--- src/rtl/sram_port_arbiter_if.sv ---
// sram_port_arbiter_if: one requester port of the SRAM arbiter.
// Ports: req_valid/ready/we/addr/wdata, rsp_valid/rdata (+ rsp_err when
// SRAM_ARB_BOUNDS_CHECK_EN is defined). master = requester, slave = arbiter.
interface sram_port_arbiter_if #(
   parameter int data_width = 64,
   parameter int addr_width = 9
);
   logic                  req_valid;
   logic                  req_ready;
   logic                  req_we;
   logic [addr_width-1:0] req_addr;
   logic [data_width-1:0] req_wdata;
   logic                  rsp_valid;
   logic [data_width-1:0] rsp_rdata;
`ifdef SRAM_ARB_BOUNDS_CHECK_EN
   logic                  rsp_err;

   modport master (
      output req_valid, req_we, req_addr, req_wdata,
      input  req_ready, rsp_valid, rsp_rdata, rsp_err
   );

   modport slave (
      input  req_valid, req_we, req_addr, req_wdata,
      output req_ready, rsp_valid, rsp_rdata, rsp_err
   );
`else
   modport master (
      output req_valid, req_we, req_addr, req_wdata,
      input  req_ready, rsp_valid, rsp_rdata
   );

   modport slave (
      input  req_valid, req_we, req_addr, req_wdata,
      output req_ready, rsp_valid, rsp_rdata
   );
`endif
endinterface

--- src/rtl/sram_port_arbiter.sv ---
// sram_port_arbiter: shares one single-port SRAM between two requesters.
// Zero-fills the SRAM after reset, then grants round-robin, one transfer
// per cycle; responses come back 2 cycles after accept (read-before-write).
// Ports: clk, rst (async, active high), p0/p1 (sram_port_arbiter_if.slave),
// sram_cen_n/wen/addr/wdata (registered), sram_rdata, init_done.
// Option: SRAM_ARB_BOUNDS_CHECK_EN adds rsp_err and suppresses SRAM
// accesses for addr >= depth.
module sram_port_arbiter #(
   parameter int data_width = 64,
   parameter int addr_width = 9,
   parameter int depth      = 400
) (
   input  logic                  clk,
   input  logic                  rst,
   sram_port_arbiter_if.slave    p0,
   sram_port_arbiter_if.slave    p1,
   output logic                  sram_cen_n,
   output logic                  sram_wen,
   output logic [addr_width-1:0] sram_addr,
   output logic [data_width-1:0] sram_wdata,
   input  logic [data_width-1:0] sram_rdata,
   output logic                  init_done
);

   localparam logic [addr_width:0] depth_c = (addr_width+1)'(depth);

   typedef enum logic {INIT, RUN} state_t;

   state_t                state;
   state_t                state_nxt;
   logic [addr_width:0]   cnt;
   logic                  ptr;
   logic                  g0;
   logic                  g1;
   logic                  xfer;
   logic                  x_we;
   logic                  x_ok;
   logic [addr_width-1:0] x_addr;
   logic [data_width-1:0] x_wdata;
   logic                  s1_vld;
   logic                  s1_port;
   logic                  s2_vld;
   logic                  s2_port;
   logic                  rsp0;
   logic                  rsp1;
   logic [data_width-1:0] rd_now;
   logic [data_width-1:0] hold0;
   logic [data_width-1:0] hold1;

   always_ff @(posedge clk or posedge rst) begin
      if (rst) state <= INIT;
      else     state <= state_nxt;
   end

   // cnt counts fill writes already issued; leave INIT only once the
   // last one has been presented to the SRAM.
   always_comb begin
      state_nxt = state;
      g0        = 1'b0;
      g1        = 1'b0;
      unique case (state)
         INIT: begin
            if (cnt == depth_c) state_nxt = RUN;
         end
         RUN: begin
            g0 = p0.req_valid & (~p1.req_valid | ~ptr);
            g1 = p1.req_valid & (~p0.req_valid |  ptr);
         end
         default: state_nxt = INIT;
      endcase
   end

   assign xfer    = g0 | g1;
   assign x_we    = g1 ? p1.req_we    : p0.req_we;
   assign x_addr  = g1 ? p1.req_addr  : p0.req_addr;
   assign x_wdata = g1 ? p1.req_wdata : p0.req_wdata;

`ifdef SRAM_ARB_BOUNDS_CHECK_EN
   assign x_ok = ({1'b0, x_addr} < depth_c);
`else
   assign x_ok = 1'b1;
`endif

   assign p0.req_ready = g0;
   assign p1.req_ready = g1;

   // Pointer moves only on contention, handing priority to the loser.
   always_ff @(posedge clk or posedge rst) begin
      if (rst)
         ptr <= 1'b0;
      else if (state == RUN && p0.req_valid && p1.req_valid)
         ptr <= ~ptr;
   end

   always_ff @(posedge clk or posedge rst) begin
      if (rst) begin
         cnt        <= '0;
         init_done  <= 1'b0;
         sram_cen_n <= 1'b1;
         sram_wen   <= 1'b0;
         sram_addr  <= '0;
         sram_wdata <= '0;
      end else begin
         unique case (state)
            INIT: begin
               if (cnt < depth_c) begin
                  sram_cen_n <= 1'b0;
                  sram_wen   <= 1'b1;
                  sram_addr  <= cnt[addr_width-1:0];
                  sram_wdata <= '0;
                  cnt        <= cnt + 1'b1;
               end else begin
                  sram_cen_n <= 1'b1;
                  sram_wen   <= 1'b0;
                  init_done  <= 1'b1;
               end
            end
            RUN: begin
               sram_cen_n <= ~(xfer & x_ok);
               sram_wen   <= xfer & x_ok & x_we;
               if (xfer) begin
                  sram_addr  <= x_addr;
                  sram_wdata <= x_wdata;
               end
            end
            default: begin
               sram_cen_n <= 1'b1;
            end
         endcase
      end
   end

   // Granted-port tracking: stage 1 = SRAM access, stage 2 = response.
   always_ff @(posedge clk or posedge rst) begin
      if (rst) begin
         s1_vld  <= 1'b0;
         s1_port <= 1'b0;
         s2_vld  <= 1'b0;
         s2_port <= 1'b0;
      end else begin
         s1_vld  <= xfer;
         s1_port <= g1;
         s2_vld  <= s1_vld;
         s2_port <= s1_port;
      end
   end

   assign rsp0 = s2_vld & ~s2_port;
   assign rsp1 = s2_vld &  s2_port;

`ifdef SRAM_ARB_BOUNDS_CHECK_EN
   logic s1_err;
   logic s2_err;

   always_ff @(posedge clk or posedge rst) begin
      if (rst) begin
         s1_err <= 1'b0;
         s2_err <= 1'b0;
      end else begin
         s1_err <= xfer & ~x_ok;
         s2_err <= s1_err;
      end
   end

   assign rd_now     = s2_err ? '0 : sram_rdata;
   assign p0.rsp_err = rsp0 & s2_err;
   assign p1.rsp_err = rsp1 & s2_err;
`else
   assign rd_now = sram_rdata;
`endif

   // rdata is live on the response cycle and held afterwards.
   always_ff @(posedge clk or posedge rst) begin
      if (rst) begin
         hold0 <= '0;
         hold1 <= '0;
      end else begin
         if (rsp0) hold0 <= rd_now;
         if (rsp1) hold1 <= rd_now;
      end
   end

   assign p0.rsp_valid = rsp0;
   assign p1.rsp_valid = rsp1;
   assign p0.rsp_rdata = rsp0 ? rd_now : hold0;
   assign p1.rsp_rdata = rsp1 ? rd_now : hold1;

endmodule

--- src/flat_wrapper.sv ---
// flat-port wrapper written by rule: the top's interface ports become plain ports
module sram_port_arbiter_flat 
#(
   parameter int data_width = 64,
   parameter int addr_width = 9,
   parameter int depth      = 400
)
  (clk, rst, sram_cen_n, sram_wen, sram_addr, sram_wdata, sram_rdata, init_done, p0_req_valid, p0_req_we, p0_req_addr, p0_req_wdata, p0_req_ready, p0_rsp_valid, p0_rsp_rdata, p1_req_valid, p1_req_we, p1_req_addr, p1_req_wdata, p1_req_ready, p1_rsp_valid, p1_rsp_rdata);
  sram_port_arbiter_if #(.data_width(data_width), .addr_width(addr_width)) p0_i ();
  sram_port_arbiter_if #(.data_width(data_width), .addr_width(addr_width)) p1_i ();
  input  logic clk;
  input  logic rst;
  output logic sram_cen_n;
  output logic sram_wen;
  output logic [addr_width-1:0] sram_addr;
  output logic [data_width-1:0] sram_wdata;
  input  logic [data_width-1:0] sram_rdata;
  output logic init_done;
  input wire logic [$bits(p0_i.req_valid)-1:0] p0_req_valid;
  input wire logic [$bits(p0_i.req_we)-1:0] p0_req_we;
  input wire logic [$bits(p0_i.req_addr)-1:0] p0_req_addr;
  input wire logic [$bits(p0_i.req_wdata)-1:0] p0_req_wdata;
  output wire logic [$bits(p0_i.req_ready)-1:0] p0_req_ready;
  output wire logic [$bits(p0_i.rsp_valid)-1:0] p0_rsp_valid;
  output wire logic [$bits(p0_i.rsp_rdata)-1:0] p0_rsp_rdata;
  input wire logic [$bits(p1_i.req_valid)-1:0] p1_req_valid;
  input wire logic [$bits(p1_i.req_we)-1:0] p1_req_we;
  input wire logic [$bits(p1_i.req_addr)-1:0] p1_req_addr;
  input wire logic [$bits(p1_i.req_wdata)-1:0] p1_req_wdata;
  output wire logic [$bits(p1_i.req_ready)-1:0] p1_req_ready;
  output wire logic [$bits(p1_i.rsp_valid)-1:0] p1_rsp_valid;
  output wire logic [$bits(p1_i.rsp_rdata)-1:0] p1_rsp_rdata;
  assign p0_i.req_valid = p0_req_valid;
  assign p0_i.req_we = p0_req_we;
  assign p0_i.req_addr = p0_req_addr;
  assign p0_i.req_wdata = p0_req_wdata;
  assign p0_req_ready = p0_i.req_ready;
  assign p0_rsp_valid = p0_i.rsp_valid;
  assign p0_rsp_rdata = p0_i.rsp_rdata;
  assign p1_i.req_valid = p1_req_valid;
  assign p1_i.req_we = p1_req_we;
  assign p1_i.req_addr = p1_req_addr;
  assign p1_i.req_wdata = p1_req_wdata;
  assign p1_req_ready = p1_i.req_ready;
  assign p1_rsp_valid = p1_i.rsp_valid;
  assign p1_rsp_rdata = p1_i.rsp_rdata;
  sram_port_arbiter #(.data_width(data_width), .addr_width(addr_width), .depth(depth)) u_core (.clk(clk), .rst(rst), .p0(p0_i), .p1(p1_i), .sram_cen_n(sram_cen_n), .sram_wen(sram_wen), .sram_addr(sram_addr), .sram_wdata(sram_wdata), .sram_rdata(sram_rdata), .init_done(init_done));
endmodule
--- config.mk ---
export PLATFORM = sky130hd
export DESIGN_NAME = sram_port_arbiter_flat
export DESIGN_NICKNAME = d
export VERILOG_FILES = /design/src/rtl/sram_port_arbiter_if.sv /design/src/rtl/sram_port_arbiter.sv /design/src/flat_wrapper.sv
export SDC_FILE = /design/constraint.sdc
export NUM_CORES = 1
export LEC_CHECK = 0
export BUFFER_PORTS_ARGS = -buffer_cell sky130_fd_sc_hd__clkbuf_2
export CORE_AREA = 2 2 166 168
export CTS_CLUSTER_DIAMETER = 30
export DETAILED_ROUTE_END_ITERATION = 7
export DIE_AREA = 0 0 168 170
export PLACE_DENSITY = 0.66
export RECOVER_POWER = 50
export SKIP_LAST_GASP = 1
export SYNTH_ARGS = -nofsm -noshare
export SYNTH_HDL_FRONTEND = slang
export SYNTH_SLANG_ARGS = --single-unit
--- constraint.sdc ---
create_clock -name clk -period 8.9 [get_ports clk]
set_clock_uncertainty 0.1 [all_clocks]
set_input_delay 1.335 -clock clk [delete_from_list [all_inputs] [get_ports clk]]
set_output_delay 1.335 -clock clk [all_outputs]
set_load 0.02 [all_outputs]
; ---- Yosys cells after proc, flatten, opt, wreduce, memory -nomap -nowiden
; Index checks and enable logic that the tools add are counted.
[totals]
regBits = 220
in_bits = 216
[classes]
reduce_logical = 5
order_cmp = 1
add_sub_neg = 1
eq_ne = 3
n_mux = 19
bitwise_logic = 15
[ops]
columns = op, n
row1 = 64-bit two-way mux, 5
row2 = 64-bit case mux with 2 select lines, 1
row3 = 9-bit two-way mux, 3
row4 = 9-bit case mux with 2 select lines, 1
row5 = 10-bit by 1-bit adder with 10-bit output (second input constant), 1
row6 = 10-bit by 9-bit == test with 1-bit output (second input constant), 1
row7 = 10-bit by 9-bit < comparator with 1-bit output (second input constant), 1
row8 = 1-bit two-way mux, 7
row9 = 1-bit inverter, 7
row10 = 2-bit AND reduction, 3
row11 = 1-bit bitwise AND, 5
row12 = 1-bit case mux with 2 select lines, 2
row13 = 1-bit bitwise OR, 3
row14 = 1-bit logical AND, 2
row15 = 2-bit by 1-bit inequality test with 1-bit output (second input constant), 1
row16 = 2-bit inequality test (second input constant), 1

; ---- Longest topological paths before layout
; Gate-level depths: netlist of the first run.
[logic_depth]
depth_word = 7
ltp_mapped = 7
ltp_nobuf = 5

; ---- Worst setup path before layout of the first run
; No wires, ideal clock.
[synth_path]
kind = input port to output port
from = in p0_req_valid
to = out p1_req_ready
stages = 3
path_slack_ns = 5.317
arrival_ns = 2.148
path_cell_list = buf_2 nor2b_1 nor3_2
[synth_between]
elab_chain_len = 4
[synth_lines]
columns = item, line
row1 = start: declaration, flat_wrapper.sv:19  ; input wire logic [$bits(p0_i.req_valid)-1:0] p0_req_valid;
row2 = 1-bit inverter, sram_port_arbiter.sv:67  ; g1 = p1.req_valid & (~p0.req_valid | ptr);
row3 = 1-bit bitwise OR, sram_port_arbiter.sv:67
row4 = 1-bit bitwise AND, sram_port_arbiter.sv:67
row5 = 1-bit two-way mux, sram_port_arbiter.sv:61  ; unique case (state)
row6 = end: declaration, flat_wrapper.sv:30  ; output wire logic [$bits(p1_i.req_ready)-1:0] p1_req_ready;
; No other way between the ends.

; ---- Worst setup path after layout of the first run
[layout_path]
from = reg u_core.s2_port
to = out p0_rsp_rdata[44]
[layout_between]
elab_chain_len = 3
[layout_lines]
columns = item, line
row1 = start: declaration, sram_port_arbiter.sv:43  ; logic s2_port;
row2 = start signal: assignment, sram_port_arbiter.sv:144  ; s2_port <= s1_port;
row3 = 1-bit inverter, sram_port_arbiter.sv:148  ; assign rsp0 = s2_vld & ~s2_port;
row4 = 1-bit bitwise AND, sram_port_arbiter.sv:148
row5 = 64-bit two-way mux, sram_port_arbiter.sv:185  ; assign p0.rsp_rdata = rsp0 ? rd_now : hold0;
row6 = end: declaration, flat_wrapper.sv:25  ; output wire logic [$bits(p0_i.rsp_rdata)-1:0] p0_rsp_rdata;
; No other way between the ends.

==> flow_metrics.env, run 1 <==
export IMPL_outcome="finished with violations"
export IMPL_violations="design-rule violations, max-capacitance violations, max-slew violations"
export IMPL_ios=424
export IMPL_drt_total_wl_um=32300
export IMPL_grt_pass1_vias=8775
export IMPL_yosysTopAreaCell="dfrtp_1"
export IMPL_cts_root_buf="clkbuf_16"
export IMPL_drc_errors=2
export IMPL_cts_buffers=54
export IMPL_nets=1455
export IMPL_ys_warn_count=0
export IMPL_r2r_start="u_core.state"
export IMPL_async_flop_share=1.00
export IMPL_final_hold_viol_count=0
export IMPL_hold_buffers=0
export IMPL_clockBufferDepth=3
export IMPL_grtUsageMet1=0.264
export IMPL_tritoncts="done"
export IMPL_start_util=0.382
export IMPL_core_sq_um=26700
export IMPL_synth_most_common_cell="dfrtp_1"
export IMPL_tightest_slew_ns=4.12
export IMPL_final_cell_count_no_fill=1623
export IMPL_cap_violations=4
export IMPL_syn_avg_cell_area_sq_um=12.5
export IMPL_grt_busiest_layer="met2"
export IMPL_whs_ns=0.237
export IMPL_rsz0062_at_grt="no"
export IMPL_htree_levels=2
export IMPL_grt_usage=0.215
export IMPL_place_area_sq_um=12500
export IMPL_setup_viol=0
export IMPL_die_y_um=170
export IMPL_grtUsageMet3=0.0719
export IMPL_synth_common_cells="dfrtp_1, mux2_2, a21oi_1"
export IMPL_placed_cells=1522
export IMPL_syn_area_sq_um=10200
export IMPL_clkSinkCount=220
export IMPL_cp_arrival_ns=4.61
export IMPL_slew_violations=276
export IMPL_relSlewSlack=-1.74
export IMPL_vias=8791
export IMPL_r2r_end="u_core.sram_wdata[62]"
export IMPL_holdPathEnd="u_core.s2_vld"
export IMPL_grt_pass1_wl_um=49000
export IMPL_peakVddDrop_mv=0.124
export IMPL_crit_required_ns=7.47
export IMPL_synth_top_area_share=0.539
export IMPL_synth_cells=815
export IMPL_viasPerCell=5.42
export IMPL_min_period_ns=6.04
export IMPL_grt_overflow=0
export IMPL_post_cts_resized=0
export IMPL_critPathKind="register to output pin"
export IMPL_portBuffers=423
export IMPL_drive_above_1_share=0.470
export IMPL_power_mw=3.24
export IMPL_cts_setup_buffers=0
export IMPL_hpwl_um=21100
export IMPL_fin_setup_tns_ns=0
export IMPL_reg2reg_slack_ns=3.54
export IMPL_drtIter0Drc=619
export IMPL_holdCritStartpoint="u_core.s1_vld"
export IMPL_ys_flop_type="dfrtp_1"
export IMPL_die_w_um=168
export IMPL_place_gp_congestion=0.779
export IMPL_critPathLaunchType="register"
export IMPL_use_met2=0.347
export IMPL_p_leak_nw=7.22
export IMPL_fin_crit_sh=0.679
export IMPL_stdcell_area_sq_um=14300
export IMPL_yosys_cell_types_count=43
export IMPL_min_path_type="register to register"
export IMPL_syn_num_nets=1033
export IMPL_clock_latency_ns=0.54
export IMPL_crit_path_max_fanout=65
export IMPL_row_count=60
export IMPL_antenna_found_initial=3
export IMPL_power_per_cell_area_nw_per_um2=226
export IMPL_synth_edf_count=0
export IMPL_antenna_left=0
export IMPL_ys_seq_elements=220
export IMPL_first_pass_iters=8
export IMPL_ys_top_cells_by_area="dfrtp_1, mux2_2, a222oi_1, mux2i_1, a21oi_1"
export IMPL_grt_max_degree=146
export IMPL_min_path_cells=0
export IMPL_ys_seq_area_frac=0.541
export IMPL_worstRegToRegCells=5
export IMPL_die_area_sq_um=28600
export IMPL_end_kind="output pin"
export IMPL_clkSlewWorstSetupHoldPaths_ns=0.04
export IMPL_syn_to_final_growth_pct=40.7
export IMPL_max_freq_ghz=0.166
export IMPL_avgRoutedWirePerCell_um=19.9
routing by layer:
metal	up-vias	wire (um)
met1	4324	12500
met4	2	1020
li1	3932	-
met2	455	15700
met5	-	13
met3	78	3030
cell type report:
cell class	count	area, sq um
multi-input combinational	520	4290
antenna	2	5.00
inverter	8	37.5
clock buffer	65	1450
fill	2320	12300
timing repair buffer	433	2130
tap	341	427
sequential	220	5510
clock inverter	34	452
power breakdown:
group / leakage (nW) / switching (mW) / total, mW / internal [mW]
Clock: 0.924 / 0.612 / 2.03 / 1.42
Combinational: 3.40 / 0.108 / 0.186 / 0.0784
Sequential: 2.89 / 0.00356 / 1.02 / 1.02
through the flow:
stage	setup slack [ns]	util
5_1_grt	2.44	0.537
3_3_place_gp	4.06	0.468
4_1_cts	3.99	0.539
6_report	2.86	0.537
3_5_place_dp	4.02	0.468
2_1_floorplan	1.45	-
cells in the final DEF, fill, tap and decap left out, types with 3 or more instances in the layout:
| cell type | n |
|---|---|
| a21oi_1 | 108 |
| a21oi_2 | 13 |
| a222oi_1 | 60 |
| a22oi_1 | 4 |
| a31oi_1 | 7 |
| a32oi_1 | 7 |
| buf_4 | 7 |
| bufinv_16 | 9 |
| clkbuf_1 | 47 |
| clkbuf_16 | 55 |
| clkbuf_2 | 385 |
| clkbuf_8 | 4 |
| clkinv_2 | 11 |
| clkinv_4 | 5 |
| clkinvlp_4 | 6 |
| dfrtp_1 | 218 |
| inv_1 | 7 |
| mux2_1 | 101 |
| mux2_2 | 28 |
| mux2i_1 | 60 |
| nand2_1 | 15 |
| nand3_1 | 3 |
| nor2_1 | 12 |
| o2bb2ai_1 | 4 |
| or2_2 | 62 |
| xnor2_1 | 7 |
state kept, by name (all words and copies together) (netlist names):
signal / cells
u_core.hold0: 64
u_core.hold1: 64
u_core.sram_wdata: 64
u_core.cnt: 10
u_core.sram_addr: 9
u_core.init_done: 1
u_core.ptr: 1
u_core.s1_port: 1
u_core.s1_vld: 1
u_core.s2_port: 1
u_core.s2_vld: 1
u_core.sram_cen_n: 1
u_core.sram_wen: 1
u_core.state: 1
critical path, stage by stage (launching register included):
cell      delay [ns]
dfrtp_1         0.41
nor2b_4         0.11
clkbuf_1        2.72
mux2_2          0.58
clkbuf_2        0.21
worst max path at each step:
stage,endpoint,startpoint,slack [ns],cells after the start
floorplan,u_core.cnt[0],rst,1.45,1
finish,p0_rsp_rdata[44],u_core.s2_port,2.86,4
CTS,p1_req_ready,p1_req_valid,3.99,5
global placement,p1_req_ready,p1_req_valid,4.06,5
detailed placement,p1_req_ready,p1_req_valid,4.02,5
global route,p0_rsp_rdata[44],u_core.s2_port,2.44,4
cells by family (layout without fill, tap and decap cells):
family                   count (synthesis)  after routing  share of synthesized area
flip-flops                             220            220                      0.541
AO/OA/AOI/OAI                          216            216                      0.151
multiplexers                           189            189                      0.202
AND/OR/NAND/NOR                        106            106                     0.0587
buffers and inverters                   75            540                     0.0381
XOR/XNOR                                 7              7                    0.00603
adder cells (fa/ha/maj)                  2              2                    0.00246
other                                    0              2                          0
No activity file was read; power rests on OpenSTA's default activity.
==> inputs of run 2 (changes only) <==
Clock period 8.9 ns to 6.2 ns, I/O delays scaled along.
==> run 2 against run 1 <==
Against the previous run: the run still ends with design-rule violations, max-capacitance violations, max-slew violations left; cell area is 0.62% higher; hold slack better by 0.015 ns; highest routed layer unchanged; sequential power is 44% higher; largest cell class unchanged; non-clock buffer count is 1 higher; core utilization is 0.33 points higher; largest power group unchanged.
==> flow_metrics.env, run 2 (synthesis results as in run 1) <==
export IMPL_clkSlewWorstSetupHoldPaths_ns=0.04
export IMPL_peakVddDrop_mv=0.194
export IMPL_htree_levels=2
export IMPL_die_y_um=170
export IMPL_reg2reg_slack_ns=3.04
export IMPL_power_per_cell_area_nw_per_um2=330
export IMPL_syn_to_final_growth_pct=41.6
export IMPL_place_gp_congestion=0.805
export IMPL_reg_largest_list="u_core.hold0 (64), u_core.hold1 (64), u_core.sram_wdata (64)"
export IMPL_final_util=0.540
export IMPL_grt_usage=0.219
export IMPL_start_util=0.382
export IMPL_post_cts_resized=0
export IMPL_fin_setup_tns_ns=0
export IMPL_first_pass_iters=8
export IMPL_grt_pass1_wl_um=49600
export IMPL_hold_buffers=0
export IMPL_fin_crit_sh=0.750
export IMPL_max_freq_ghz=0.215
export IMPL_end_kind="output pin"
export IMPL_p_leak_nw=7.18
export IMPL_final_hold_viol_count=0
export IMPL_cts_buffers=57
export IMPL_rsz0062_at_grt="no"
export IMPL_grt_max_degree=156
export IMPL_die_w_um=168
export IMPL_hpwl_um=21400
export IMPL_cp_arrival_ns=3.62
export IMPL_slew_violations=38
export IMPL_portBuffers=423
export IMPL_setup_viol=0
export IMPL_min_period_ns=4.65
export IMPL_relSlewSlack=-0.0408
export IMPL_final_cell_mix="clkbuf_2, dfrtp_1, a21oi_1, clkbuf_1, mux2_2"
export IMPL_core_sq_um=26700
export IMPL_violations="design-rule violations, max-capacitance violations, max-slew violations"
export IMPL_cts_setup_buffers=0
export IMPL_vias=8751
export IMPL_cts_root_buf="clkbuf_16"
export IMPL_critPathKind="input pin to output pin"
export IMPL_nets=1459
export IMPL_layout_commonest_cell="clkbuf_2"
export IMPL_antenna_found_initial=3
export IMPL_drt_total_wl_um=32500
export IMPL_ios=424
export IMPL_crit_path_max_fanout=37
export IMPL_outcome="finished with violations"
export IMPL_grt_overflow=0
export IMPL_avgRoutedWirePerCell_um=20.0
export IMPL_drtIter0Drc=670
export IMPL_drive_above_1_share=0.485
export IMPL_tritoncts="done"
export IMPL_critPathLaunchType="input pin"
export IMPL_min_path_type="register to register"
export IMPL_grt_pass1_vias=8796
export IMPL_antenna_left=0
export IMPL_cap_violations=2
export IMPL_die_area_sq_um=28600
export IMPL_viasPerCell=5.37
export IMPL_drc_errors=9
export IMPL_tightest_slew_ns=1.56
export IMPL_clock_latency_ns=0.54
export IMPL_clockBufferDepth=3
export IMPL_clkSinkCount=220
export IMPL_crit_required_ns=5.17
export IMPL_row_count=60
run 2: cell types whose count changed in the layout (fill, tap and decap cells not counted), moves of 2 or more:
cell,delta
buf_4,+3
clkbuf_1,+21
clkbuf_16,+2
clkbuf_2,-24
clkbuf_8,+5
clkinv_2,-3
clkinv_4,+3
inv_6,+3
mux2_1,-38
mux2_2,+38
run 2: path summary, 6_finish.rpt:
kind | startpoint | to | depth (start not counted)
max in group asynchronous | rst | u_core.hold1[55] | 4
max | p0_req_valid | p0_req_ready | 5
max reg2reg | u_core.state | u_core.sram_wdata[56] | 5
min | u_core.s1_vld | u_core.s2_vld | 0
min reg2reg | u_core.s1_vld | u_core.s2_vld | 0
min in group asynchronous | rst | u_core.hold1[6] | 3
run 2: power by group:
| part | switching, mW | leakage, nW | internal, mW |
|---|---|---|---|
| sequential | 0.00525 | 2.89 | 1.46 |
| clock | 0.902 | 0.975 | 2.12 |
| combinational | 0.154 | 3.32 | 0.115 |
| total | 1.06 | 7.18 | 3.70 |
run 2: final cells by class:
type                            count  area (sq um)
Tap cell                          341           427
Inverter                            8          31.3
Antenna cell                        1          2.50
Clock buffer                       72          1570
Fill cell                        2341         12300
Timing Repair Buffer              434          2130
Sequential cell                   220          5510
Multi-Input combinational cell    520          4290
Clock inverter                     34           432
run 2: stage by stage:
stage	area [sq um]	power [mW]	cells	hold WS, ns	setup slack, ns
4_1_cts	14500	4.81	1629	0.259	2.18
3_3_place_gp	12500	1.76	1523	0.237	2.64
3_5_place_dp	12500	1.76	1523	0.247	2.66
5_1_grt	14400	4.91	1629	0.266	1.25
6_report	14400	4.76	1630	0.252	1.55
2_1_floorplan	10200	1.63	815	0.231	2.30
run 2: routing by layer:
metal | vias up | track usage | share of wire
met2 | 410 | 0.359 | 0.48
met1 | 4310 | 0.269 | 0.40
met5 | - | 0 | 0.00052
met4 | 4 | 0.0839 | 0.031
met3 | 79 | 0.0751 | 0.091
li1 | 3948 | - | -
run 2: critical path, stage by stage:
cell,delay [ns]
clkbuf_1,1.10
clkbuf_1,0.97
a21bo_2,0.33
nor2_1,0.08
clkbuf_2,0.19
